File: src/rtl/count_event_monitor.sv
// rtl/count_event_monitor.sv - count sample classifier with timestamped event FIFO (optional macro COUNT_MON_STEP_LOG_EN)
module count_event_monitor #(
    parameter int FIFO_DEPTH = 4,
    parameter int TS_WIDTH   = 8
) (
    input  logic                clock,
    input  logic                reset,
    input  logic [3:0]          count,
    input  logic                sample_en,
    output logic                ev_valid,
    input  logic                ev_ready,
    output logic [2:0]          ev_type,
    output logic [3:0]          ev_prev,
    output logic [3:0]          ev_curr,
    output logic [TS_WIDTH-1:0] ev_time,
    output logic [4:0]          fifo_level,
    output logic                overflow,
    output logic [7:0]          drop_count
);

    localparam int AW    = (FIFO_DEPTH > 1) ? $clog2(FIFO_DEPTH) : 1;
    localparam int REC_W = 11 + TS_WIDTH;
    localparam logic [4:0] DEPTH_L = 5'(FIFO_DEPTH);

    localparam logic [2:0] T_NONE    = 3'd0;
    localparam logic [2:0] T_WRAP_UP = 3'd1;
    localparam logic [2:0] T_WRAP_DN = 3'd2;
    localparam logic [2:0] T_JUMP    = 3'd3;
    localparam logic [2:0] T_RANGE   = 3'd4;
    localparam logic [2:0] T_STEP_UP = 3'd5;
    localparam logic [2:0] T_STEP_DN = 3'd6;

`ifdef COUNT_MON_STEP_LOG_EN
    localparam logic STEP_LOG = 1'b1;
`else
    localparam logic STEP_LOG = 1'b0;
`endif

    typedef enum logic {
        ST_EMPTY,
        ST_TRACK
    } state_t;

    state_t              state_q, state_d;
    logic [3:0]          prev_q, prev_d;
    logic [TS_WIDTH-1:0] ts_q, ts_d;
    logic [REC_W-1:0]    mem_q [FIFO_DEPTH];
    logic [REC_W-1:0]    mem_d [FIFO_DEPTH];
    logic [AW-1:0]       wr_ptr_q, wr_ptr_d;
    logic [AW-1:0]       rd_ptr_q, rd_ptr_d;
    logic [4:0]          level_q, level_d;
    logic                overflow_q, overflow_d;
    logic [7:0]          drop_cnt_q, drop_cnt_d;

    logic [2:0]          ev_code;
    logic                in_range;
    logic [4:0]          curr_ext, prev_inc, prev_dec;
    logic                push_req;
    logic                head_valid, pop, full, wr_en, drop;
    logic [REC_W-1:0]    rec, head;

    // Classify the incoming sample against the previously held sample
    always_comb begin
        ev_code  = T_NONE;
        in_range = (count >= 4'd2) && (count <= 4'd10);
        curr_ext = {1'b0, count};
        prev_inc = {1'b0, prev_q} + 5'd1;
        prev_dec = {1'b0, prev_q} - 5'd1;
        if (!in_range) begin
            ev_code = T_RANGE;
        end else if (state_q == ST_TRACK) begin
            if (count == prev_q)
                ev_code = T_NONE;
            else if (prev_q == 4'd10 && count == 4'd2)
                ev_code = T_WRAP_UP;
            else if (prev_q == 4'd2 && count == 4'd10)
                ev_code = T_WRAP_DN;
            else if (curr_ext == prev_inc)
                ev_code = T_STEP_UP;
            else if (curr_ext == prev_dec)
                ev_code = T_STEP_DN;
            else
                ev_code = T_JUMP;
        end
        push_req = sample_en && (ev_code != T_NONE) &&
                   (STEP_LOG || ((ev_code != T_STEP_UP) && (ev_code != T_STEP_DN)));
        rec = {ev_code, prev_q, count, ts_q};
    end

    // Next-state for the tracking FSM, held sample and timestamp
    always_comb begin
        state_d = state_q;
        prev_d  = prev_q;
        ts_d    = ts_q + TS_WIDTH'(1);
        if (sample_en) begin
            state_d = ST_TRACK;
            prev_d  = count;
        end
    end

    // Event FIFO: no fall-through when empty, push+pop accepted when full
    always_comb begin
        head_valid = (level_q != 5'd0);
        pop        = head_valid && ev_ready;
        full       = (level_q == DEPTH_L);
        wr_en      = push_req && (!full || pop);
        drop       = push_req && full && !pop;
        mem_d      = mem_q;
        wr_ptr_d   = wr_ptr_q;
        rd_ptr_d   = rd_ptr_q;
        level_d    = level_q;
        if (wr_en) begin
            mem_d[wr_ptr_q] = rec;
            wr_ptr_d        = wr_ptr_q + AW'(1);
        end
        if (pop)
            rd_ptr_d = rd_ptr_q + AW'(1);
        case ({wr_en, pop})
            2'b10:   level_d = level_q + 5'd1;
            2'b01:   level_d = level_q - 5'd1;
            default: level_d = level_q;
        endcase
        overflow_d = overflow_q | drop;
        drop_cnt_d = drop_cnt_q;
        if (drop && (drop_cnt_q != 8'hFF))
            drop_cnt_d = drop_cnt_q + 8'd1;
    end

    // Control and status registers with synchronous reset
    always_ff @(posedge clock) begin
        if (reset) begin
            state_q    <= ST_EMPTY;
            prev_q     <= 4'd0;
            ts_q       <= '0;
            wr_ptr_q   <= '0;
            rd_ptr_q   <= '0;
            level_q    <= 5'd0;
            overflow_q <= 1'b0;
            drop_cnt_q <= 8'd0;
        end else begin
            state_q    <= state_d;
            prev_q     <= prev_d;
            ts_q       <= ts_d;
            wr_ptr_q   <= wr_ptr_d;
            rd_ptr_q   <= rd_ptr_d;
            level_q    <= level_d;
            overflow_q <= overflow_d;
            drop_cnt_q <= drop_cnt_d;
        end
    end

    // Event storage; contents are masked by the level so need no reset
    always_ff @(posedge clock) begin
        mem_q <= mem_d;
    end

    // Head outputs forced to zero whenever the FIFO is empty
    always_comb begin
        head       = mem_q[rd_ptr_q];
        ev_valid   = head_valid;
        ev_type    = head_valid ? head[REC_W-1 -: 3]      : 3'd0;
        ev_prev    = head_valid ? head[REC_W-4 -: 4]      : 4'd0;
        ev_curr    = head_valid ? head[REC_W-8 -: 4]      : 4'd0;
        ev_time    = head_valid ? head[TS_WIDTH-1:0]      : '0;
        fifo_level = level_q;
        overflow   = overflow_q;
        drop_count = drop_cnt_q;
    end

endmodule

File: config.mk
export PLATFORM = sky130hd
export DESIGN_NAME = count_event_monitor
export DESIGN_NICKNAME = d
export VERILOG_FILES = /design/src/rtl/count_event_monitor.sv
export SDC_FILE = /design/constraint.sdc
export NUM_CORES = 1
export LEC_CHECK = 0
export BUFFER_PORTS_ARGS = -buffer_cell sky130_fd_sc_hd__buf_2
export CAP_MARGIN = 40
export CORE_MARGIN = 1
export CORE_UTILIZATION = 46
export DETAILED_ROUTE_END_ITERATION = 8
export GPL_TIMING_DRIVEN = 0
export PLACE_DENSITY = 0.76
export SYNTH_ARGS = -nofsm -noshare
export SYNTH_HDL_FRONTEND = slang
export SYNTH_SLANG_ARGS = --single-unit
File: constraint.sdc
create_clock -name clock -period 3.4 [get_ports clock]
set_clock_uncertainty 0.05 [all_clocks]
set_input_delay 0.68 -clock clock [delete_from_list [all_inputs] [get_ports clock]]
set_output_delay 0.68 -clock clock [all_outputs]
set_load 0.02 [all_outputs]
# Word level (Yosys, flattened, before mapping)
# Index checks and enable logic that the tools add are counted.
# op_classes
n_bitwise	3
n_eq_ne	13
n_mux	18
reduce_logical	18
order_cmp	5
n_addsub	8
# ops
operator	count
bitwise mux 76 bit	1
two-way mux 19 bit	3
binary-select mux 19 bit (select 2 bit)	1
demux 19 bit (select 2 bit)	1
two-way mux 3 bit	8
adder 8 x 1 -> 8 bit (second input constant)	2
logical AND 1 bit	12
== test 4 x 5 -> 1 bit	2
one-hot mux 5 bit (2 select lines)	1
== test 4 x 2 -> 1 bit (second input constant)	2
== test 4 bit (second input constant)	2
two-way mux 4 bit	2
two-way mux 8 bit	1
inequality test 8 bit (second input constant)	1
>= comparator 3 bit (second input constant)	2
inequality test 3 bit (second input constant)	2
inverter 2 -> 3 bit	2
adder 4 x 1 -> 5 bit (second input constant)	1
adder 5 x 1 -> 5 bit (second input constant)	1
== test 5 x 3 -> 1 bit (second input constant)	1
nonzero test 5 bit	1
subtractor 4 x 1 -> 5 bit (second input constant)	1
subtractor 5 x 1 -> 5 bit (second input constant)	1
adder 2 x 1 -> 2 bit (second input constant)	2
other kinds (11)	12
# totals
word_cells	77
output_inout_bits	34
in_bits	8
regBits	107

# Longest topological paths before layout
# Gate-level depths: netlist (run 1).
# depth
word_depth	15
ltp_mapped	17
ltp_nobuf	17

# Worst setup path after synthesis (run 1)
# No wires, ideal clock.
# synth_path
kind	flip-flop to flip-flop
startpoint	register prev_q[0]
endpoint	register level_q[4], in the netlist fifo_level[4]
setup_ns	0.128
path_stages_with_launch	18
slack_ns	-0.181
t_arrival_ns	3.403
n_path_buf	0
period_less_slack_ns	3.581
required_ns	3.222
path_cell_list	dfxtp_1 inv_1 ha_1 xor2_1 nand2_1 a2111oi_1 o31a_1 nor2_1 inv_1 ha_1 inv_1 fa_1 nor2b_1 o21ai_0 and3_1 nor3_1 xnor2_1 nor2_1
# synth_via
elab_chain_len	15
elab_cells_between_ends	27
cone_classes	2 x add/sub; 9 x eq/ne; 8 x mux; 8 x reduce/logical
# synth_rtl
item	line_no	source
from (decl)	45	logic [3:0] prev_q, prev_d;
from (signal assigned)	142	prev_q <= prev_d;
subtractor 4 x 1 -> 5 bit	68	prev_dec = {1'b0, prev_q} - 5'd1;
== test 4 x 5 -> 1 bit	80	else if (curr_ext == prev_dec)
two-way mux 3 bit	80	
two-way mux 3 bit	78	else if (curr_ext == prev_inc)
two-way mux 3 bit	76	else if (prev_q == 4'd2 && count == 4'd10)
two-way mux 3 bit	74	else if (prev_q == 4'd10 && count == 4'd2)
two-way mux 3 bit (*)	72	if (count == prev_q)
two-way mux 3 bit (*)	71	end else if (state_q == ST_TRACK) begin
two-way mux 3 bit (*)	69	if (!in_range) begin
inequality test 3 bit or nonzero test 3 bit (tied branches)	86, 85	
logical AND 1 bit, on equally long branches	86, 85	
logical AND 1 bit (*)	85	push_req = sample_en && (ev_code != T_NONE) &&
logical AND 1 bit (*)	106	wr_en = push_req && (!full || pop);
== test 2 x 1 -> 1 bit or == test 2 bit (tied branches)	118	case ({wr_en, pop})
one-hot mux 5 bit (2 select lines) or nonzero test 2 bit (tied branches)	-	
to (signal assigned)	146	level_q <= level_d;
to (decl)	51	logic [4:0] level_q, level_d;
# Mark *: on every way between the ends. The rest lies on a longest branch, timed or not.
# A chain may end at the register's enable or synchronous reset.

# Worst setup path in the final report (run 1)
# Same ends and word-level chain as after synthesis.

==> Implementation_results.wiki, run 1 <==
{| class="wikitable"
! Metric !! Value
|-
| IO Pins || 42
|-
| Element type at the critical path end || register
|-
| Clock Root Buffer || sky130_fd_sc_hd__clkbuf_8
|-
| Total length of routed wires || 8.76 mm
|-
| Synthesis-stage register bit count || 107
|-
| Cell with the largest stage delay on the worst path || sky130_fd_sc_hd__dfxtp_4
|-
| Reg-to-reg startpoint || prev_q[0]
|-
| Pin slew with the least headroom to its limit || 0.796 ns
|-
| Diode count || 0
|-
| Worst-case hold slack || 0.441 ns
|-
| Type of the worst setup path || reg2reg
|-
| Commonest non-fill, non-tap cell in the layout || sky130_fd_sc_hd__edfxtp_1
|-
| Rows || 36
|-
| Normalized max-slew margin || 46.9%
|-
| Number of hold violations in the final report || 0
|-
| First-pass GRT wire length || 13.7 mm
|-
| Number of buffer and inverter stages on the critical path || 3
|-
| Aggregate global-route resource usage || 17.6%
|-
| Commonest non-fill, non-tap cells in the layout || 76 x sky130_fd_sc_hd__edfxtp_1, 43 x sky130_fd_sc_hd__buf_2, 29 x sky130_fd_sc_hd__nor2_1
|-
| Largest stage delay on the critical path || 0.40 ns
|-
| Share of flip-flops with an asynchronous set or reset || 0%
|-
| NumNets Final || 419
|-
| Series of cell instances along the critical path || inv_1 -> ha_4 -> xor2_2 -> nand2_1 -> a2111oi_4 -> o31a_1 -> nor2_4 -> inv_2 -> ha_4 -> inv_2 -> fa_2 -> nor2b_2 -> o21ai_1 -> and3_1 -> nor3_2 -> xnor2_1 -> nor2_1
|-
| Cell family with the largest share of critical-path delay || adder cells
|-
| Leakage dissipation || 0.00198 uW
|-
| Number of port buffers || 40
|-
| Routability Congestion || 0.802
|-
| FMAX || 309 MHz
|-
| FF-to-FF setup slack || 0.17 ns
|-
| Antenna violations before repair || 0
|-
| Maximum fanout along the worst path || 7
|-
| Total clock sinks || 107
|-
| Post-route fraction of the period consumed by the critical path || 95.1%
|-
| Worst min-delay path startpoint || state_q
|-
| Synthesized netlist cell count || 329
|-
| First-pass iteration count of the detailed router || 4
|-
| Maximum number of pins on one net before global-route repair || 19
|-
| Power per cell area || 694 nW/um2
|-
| Worst path arrival time || 3.42 ns
|-
| Number of buffers inserted by hold repair at cts || 0
|-
| Unrepaired setup endpoints after global routing || false
|-
| Vias in the first global route || 2711
|-
| TritonCTS clock tree || built
|-
| Reg-to-reg endpoint || fifo_level[4]
|-
| Post-layout min period || 3.23 ns
|-
| H-tree level count || 3
|-
| Count of routing violations after the opening detailed-route iteration || 121
|-
| Die Footprint || 10500 um2
|-
| Unique cell type count in the Yosys netlist || 43
|-
| Worst min-delay path endpoint || state_q
|-
| Starting density of the core || 47.5%
|-
| Critical Path Start Type || register
|-
| Part of the Yosys area used for sequential elements || 62.5%
|-
| Result of the run || finished clean
|-
| Total core area || 9770 um2
|-
| Synthesized area || 4650 um2
|-
| Worst hold path cell count || 2
|-
| EDFF count, synth || 76
|-
| Average detailed-routed wire length per instance || 16.4 um
|-
| Number of antenna-violating nets in the routed design || 0
|-
| Share of cells above drive strength 1 || 27.9%
|-
| Post-route core utilization || 56.0%
|-
| Dominant register cell in the synthesized netlist || sky130_fd_sc_hd__edfxtp_1
|-
| Global route total overflow || 0
|-
| Max-slew violation total from the final report || 0
|-
| MaxCap Viol Count || 0
|-
| CTS buffer count || 9
|-
| Depth of the worst register-to-register path || 17
|-
| Synth-to-Final Area Change || 17.8%
|-
| Synth area leader || sky130_fd_sc_hd__edfxtp_1
|-
| Clock-pin transition on the worst setup and hold timing paths || 0.10 ns
|-
| Clk Latency, worst-skew pair || 0.36 ns
|-
| Type of the worst min-delay path || reg2reg
|-
| Worst voltage drop across the vdd grid || 0.407 mV
|-
| Bufs on Longest Clock Path || 2
|-
| Required time reported for the critical path endpoint || 3.58 ns
|-
| Synthesis Warnings || 0
|-
| Setup-violating endpoint count in the final report || 0
|-
| Die extent in y || 103 um
|-
| HPWL Detailed || 5.76 mm
|-
| Count of vias placed by the detailed router || 2845
|-
| Syn Nets || 351
|-
| Top cell type's share of synthesized area || 49.1%
|-
| Die extent in x || 103 um
|-
| Detailed-route DRC error count || 0
|-
| Top cells by area, synth || sky130_fd_sc_hd__edfxtp_1 49%, sky130_fd_sc_hd__dfxtp_1 13%, sky130_fd_sc_hd__mux4_2 9.2%, sky130_fd_sc_hd__ha_1 3.5%, sky130_fd_sc_hd__and2_1 3.2%
|-
| Mean number of vias per cell || 5.32
|-
| Mean Syn Cell Area || 14.1 um2
|}
[sequential cells by signal, summed over array words and instances, names as in the netlist]
| name | cells |
|---|---|
| mem_q | 76 |
| prev_q | 4 |
| rd_ptr_q | 2 |
| ts_q | 8 |
| drop_count | 8 |
| wr_ptr_q | 2 |
| fifo_level | 5 |
| overflow | 1 |
| state_q | 1 |
[cell families after synthesis]
kind of cell / Yosys count / synth area share, %
flip-flops: 107 / 62.5
AND/OR/NAND/NOR: 105 / 12.5
AO/OA/AOI/OAI: 32 / 4.34
multiplexers: 26 / 10.8
buffers and inverters: 25 / 2.10
XOR/XNOR: 20 / 3.93
adder cells (fa/ha/maj): 14 / 3.93
[layer usage]
metal  vias to the layer above  global-route usage [%]  part of all wire, %  wire [um]
met2                        57                    29.8                   50       4380
li1                       1352                       -                    -          -
met1                      1425                    23.2                   45       3930
met4                         0                    6.92                  1.5        129
met5                         -                       0                    0          0
met3                        11                    2.17                  3.6        318
[metrics by stage]
step | total power [uW] | setup slack [ns] | cells | TNS [ns] | instance area (um2)
2_1_floorplan | 2550 | 0.0105 | 329 | 0 | 4660
3_3_place_gp | 2950 | -0.636 | 502 | -13.67 | 5020
3_5_place_dp | 3000 | -0.696 | 507 | -1.76 | 5110
4_1_cts | 3790 | 0.0348 | 526 | 0 | 5370
5_1_grt | 3990 | 0.0140 | 535 | 0 | 5470
6_report | 3800 | 0.165 | 535 | 0 | 5470
[what timing repair did]
item / CTS / global route
pin swaps: 2 / 7
gates resized for setup: 8 / 8
cloned: 0 / 0
buffers inserted: 3 / 9
endpoints found under the setup margin: 3 / 2
hold endpoints to repair: 0 / 0
[worst register-to-register path, delay by kind of cell, from the launching register on]
kind / cells / cell delay, ns
compound gates: 3 / 0.71
xor+xnor: 2 / 0.28
fa+ha+maj: 3 / 0.77
buf+inv: 3 / 0.22
flops: 1 / 0.40
simple gates: 6 / 0.68
[power by group]
part / total [uW] / internal [uW] / leakage, uW / switching [uW]
sequential: 1550 / 1490 / 0.000960 / 62.1
clock: 785 / 350 / 0.0000986 / 435
combinational: 1460 / 602 / 0.000926 / 859
[area by class of cell]
cell class                      count  area [um2]
Fill cell                         798        4300
Tap cell                          133         166
Buffer                             15        60.1
Timing Repair Buffer               57         374
Clock inverter                      6        75.1
Multi-Input combinational cell    197        1720
Inverter                           10        37.5
Sequential cell                   107        2910
Clock buffer                       10         128
[how the worst max path moves through the flow]
stage,cells past startpoint,endpoint,startpoint
after floorplan,15,fifo_level[4],count[2]
after global placement,16,fifo_level[4],count[2]
after detailed placement,16,fifo_level[4],count[2]
after CTS,17,fifo_level[4],prev_q[0]
after global routing,17,fifo_level[4],prev_q[0]
final,17,fifo_level[4],prev_q[0]
[cell usage after synthesis (all sizes together), types with 6 or more instances]
master	count
nor2	30
dfxtp	31
xor2	15
nand3	9
nor3	6
ha	13
nand2	6
and2	24
edfxtp	76
buf	7
clkbuf	8
inv	10
a21oi	13
mux4	19
Power figures use the tool's default switching activity.
==> inputs of run 2 (changes only) <==
--- a/config.mk
+++ b/config.mk
@@ -5,13 +5,13 @@
 export SDC_FILE = /design/constraint.sdc
 export NUM_CORES = 1
 export LEC_CHECK = 0
-export BUFFER_PORTS_ARGS = -buffer_cell sky130_fd_sc_hd__buf_2
 export CAP_MARGIN = 40
 export CORE_MARGIN = 1
 export CORE_UTILIZATION = 46
 export DETAILED_ROUTE_END_ITERATION = 8
+export DONT_BUFFER_PORTS = 1
 export GPL_TIMING_DRIVEN = 0
-export PLACE_DENSITY = 0.76
+export PLACE_DENSITY = 0.72
 export SYNTH_ARGS = -nofsm -noshare
 export SYNTH_HDL_FRONTEND = slang
 export SYNTH_SLANG_ARGS = --single-unit
==> run 2 against run 1 <==
Worst hold slack lost 0.084 ns; final cell count shrank 7.7%; highest routed layer unchanged; largest power group unchanged; power grew 0.38%; critical path type unchanged.
==> Implementation_results.wiki, run 2 (synthesis results as in run 1) <==
{| class="wikitable"
! Metric !! Value
|-
| Type of the worst setup path || reg2reg
|-
| Global routing met2 resource utilization || 28.9%
|-
| NumNets Final || 378
|-
| Post-route standard cell area excluding fillers || 5330 um2
|-
| Commonest non-fill, non-tap cells in the layout || 76 x sky130_fd_sc_hd__edfxtp_1, 29 x sky130_fd_sc_hd__nor2_1, 28 x sky130_fd_sc_hd__dfxtp_1
|-
| First-pass iteration count of the detailed router || 4
|-
| Mean number of vias per cell || 5.47
|-
| Aggregate global-route resource usage || 18.0%
|-
| Detailed-route DRC error count || 0
|-
| Leakage dissipation || 0.00181 uW
|-
| Post-layout min period || 3.25 ns
|-
| Die Footprint || 10500 um2
|-
| Die extent in y || 103 um
|-
| Met1 routing resource usage after global routing || 23.1%
|-
| Met3 Use GR || 3.93%
|-
| Average detailed-routed wire length per instance || 17.5 um
|-
| TritonCTS clock tree || built
|-
| Count of vias placed by the detailed router || 2703
|-
| Die extent in x || 103 um
|-
| Worst path arrival time || 3.43 ns
|-
| CTS buffer count || 9
|-
| H-tree level count || 3
|-
| First-pass GRT wire length || 13.8 mm
|-
| Total clock sinks || 107
|-
| Result of the run || finished clean
|-
| Setup-violating endpoint count in the final report || 0
|-
| Required time reported for the critical path endpoint || 3.59 ns
|-
| Rows || 36
|-
| Max-slew violation total from the final report || 0
|-
| Number of hold violations in the final report || 0
|-
| IO Pins || 42
|-
| Maximum number of pins on one net before global-route repair || 18
|-
| HPWL Detailed || 5.82 mm
|-
| Routability Congestion || 0.763
|-
| Post-route fraction of the period consumed by the critical path || 95.4%
|-
| Placed standard-cell area || 4900 um2
|-
| MaxCap Viol Count || 0
|-
| Critical Path Start Type || register
|-
| Synth-to-Final Area Change || 14.7%
|-
| Global route total overflow || 0
|-
| Antenna violations before repair || 0
|-
| Sequential cell area || 2910 um2
|-
| Bufs on Longest Clock Path || 2
|-
| Total negative setup slack || 0 ns
|-
| Commonest non-fill, non-tap cell in the layout || sky130_fd_sc_hd__edfxtp_1
|-
| Series of cell instances along the critical path || inv_1 -> ha_4 -> xor2_2 -> nand2_2 -> a2111oi_4 -> o31a_1 -> nor2_4 -> inv_2 -> ha_4 -> inv_2 -> fa_2 -> nor2b_4 -> o21ai_2 -> and3_4 -> nor3_2 -> xnor2_1 -> nor2_1
|-
| Clock Root Buffer || sky130_fd_sc_hd__clkbuf_8
|-
| Maximum fanout along the worst path || 4
|-
| Number of port buffers || 0
|-
| Number of antenna-violating nets in the routed design || 0
|-
| Cell with the largest stage delay on the worst path || sky130_fd_sc_hd__fa_2
|-
| Total length of routed wires || 8.67 mm
|-
| Most Crowded Layer GR || met2
|-
| Fill count || 807
|-
| Largest stage delay on the critical path || 0.39 ns
|-
| FMAX || 308 MHz
|-
| Count of routing violations after the opening detailed-route iteration || 128
|-
| Number of flip-flops under the largest register name || 76
|-
| Clock-pin transition on the worst setup and hold timing paths || 0.10 ns
|-
| Most flops, register || mem_q
|-
| Clk Latency, worst-skew pair || 0.36 ns
|-
| Normalized max-slew margin || 44.9%
|-
| Type of the worst min-delay path || in2reg
|-
| Area occupied by multi-input gates || 1730 um2
|-
| Element type at the critical path end || register
|-
| Worst voltage drop across the vdd grid || 0.539 mV
|-
| Vias in the first global route || 2652
|-
| Pin slew with the least headroom to its limit || 0.827 ns
|-
| Diode count || 0
|-
| Number of buffers inserted by hold repair at cts || 0
|-
| Total core area || 9770 um2
|-
| Share of cells above drive strength 1 || 20.2%
|-
| Power per cell area || 716 nW/um2
|-
| Starting density of the core || 47.5%
|}
-- run 2: cell types whose count changed in the layout (fill, tap and decap cells not counted), moves of 2 or more --
cell	previous run	this run
sky130_fd_sc_hd__bufinv_16	1	4
sky130_fd_sc_hd__buf_2	43	2
sky130_fd_sc_hd__clkinv_4	3	0
sky130_fd_sc_hd__buf_8	3	5
-- run 2: final timing paths --
kind | from | end | slack [ns] | depth (start not counted)
max | prev_q[1] | fifo_level[4] | 0.15 | 17
min | count[3] | mem_q[49] | 0.36 | 0
max reg2reg | prev_q[1] | fifo_level[4] | 0.15 | 17
min reg2reg | state_q | state_q | 0.44 | 2
-- run 2: worst max-delay path, delay by kind of cell, from the launching register on --
| kind | cells | cell delay (ns) |
|---|---|---|
| fa+ha+maj | 3 | 0.81 |
| compound gates | 3 | 0.71 |
| simple gates | 6 | 0.68 |
| flops | 1 | 0.37 |
| xor+xnor | 2 | 0.32 |
| buf+inv | 3 | 0.19 |
-- run 2: per-layer routing --
layer,routed length (um),vias to the layer above,part of all wire (%)
met5,0,-,0
met4,129,0,1.5
met3,493,13,5.7
met2,4320,78,50
met1,3720,1344,43
li1,-,1268,-
-- run 2: layout make-up --
type | instances | area share [%]
Timing Repair Buffer | 16 | 2.96
Inverter | 10 | 0.704
Tap cell | 133 | 3.12
Buffer | 15 | 1.17
Clock buffer | 10 | 2.39
Sequential cell | 107 | 54.6
Clock inverter | 6 | 2.56
Multi-Input combinational cell | 197 | 32.5
-- run 2: power breakdown --
part / switching (uW) / total, uW / internal (uW)
Clock: 412 / 978 / 566
Sequential: 96.1 / 1590 / 1490
Combinational: 781 / 1250 / 468
Total: 1290 / 3820 / 2530
-- run 2: stage by stage --
stage / total power, uW / hold slack (ns) / worst slack, ns / std cells / util (%)
floorplan: 2550 / 0.384 / 0.0105 / 329 / -
global placement: 2770 / 0.402 / -0.448 / 462 / 49.3
detailed placement: 2820 / 0.428 / -0.517 / 467 / 50.1
CTS: 3800 / 0.341 / 0.0427 / 490 / 53.7
global route: 4030 / 0.336 / -0.0266 / 494 / 54.5
finish: 3820 / 0.357 / 0.155 / 494 / 54.5
-- run 2: timing repair --
action / CTS / global route
resized for setup: 7 / 13
setup endpoints to repair: 3 / 1
pin swaps: 3 / 8
setup buffers: 7 / 4
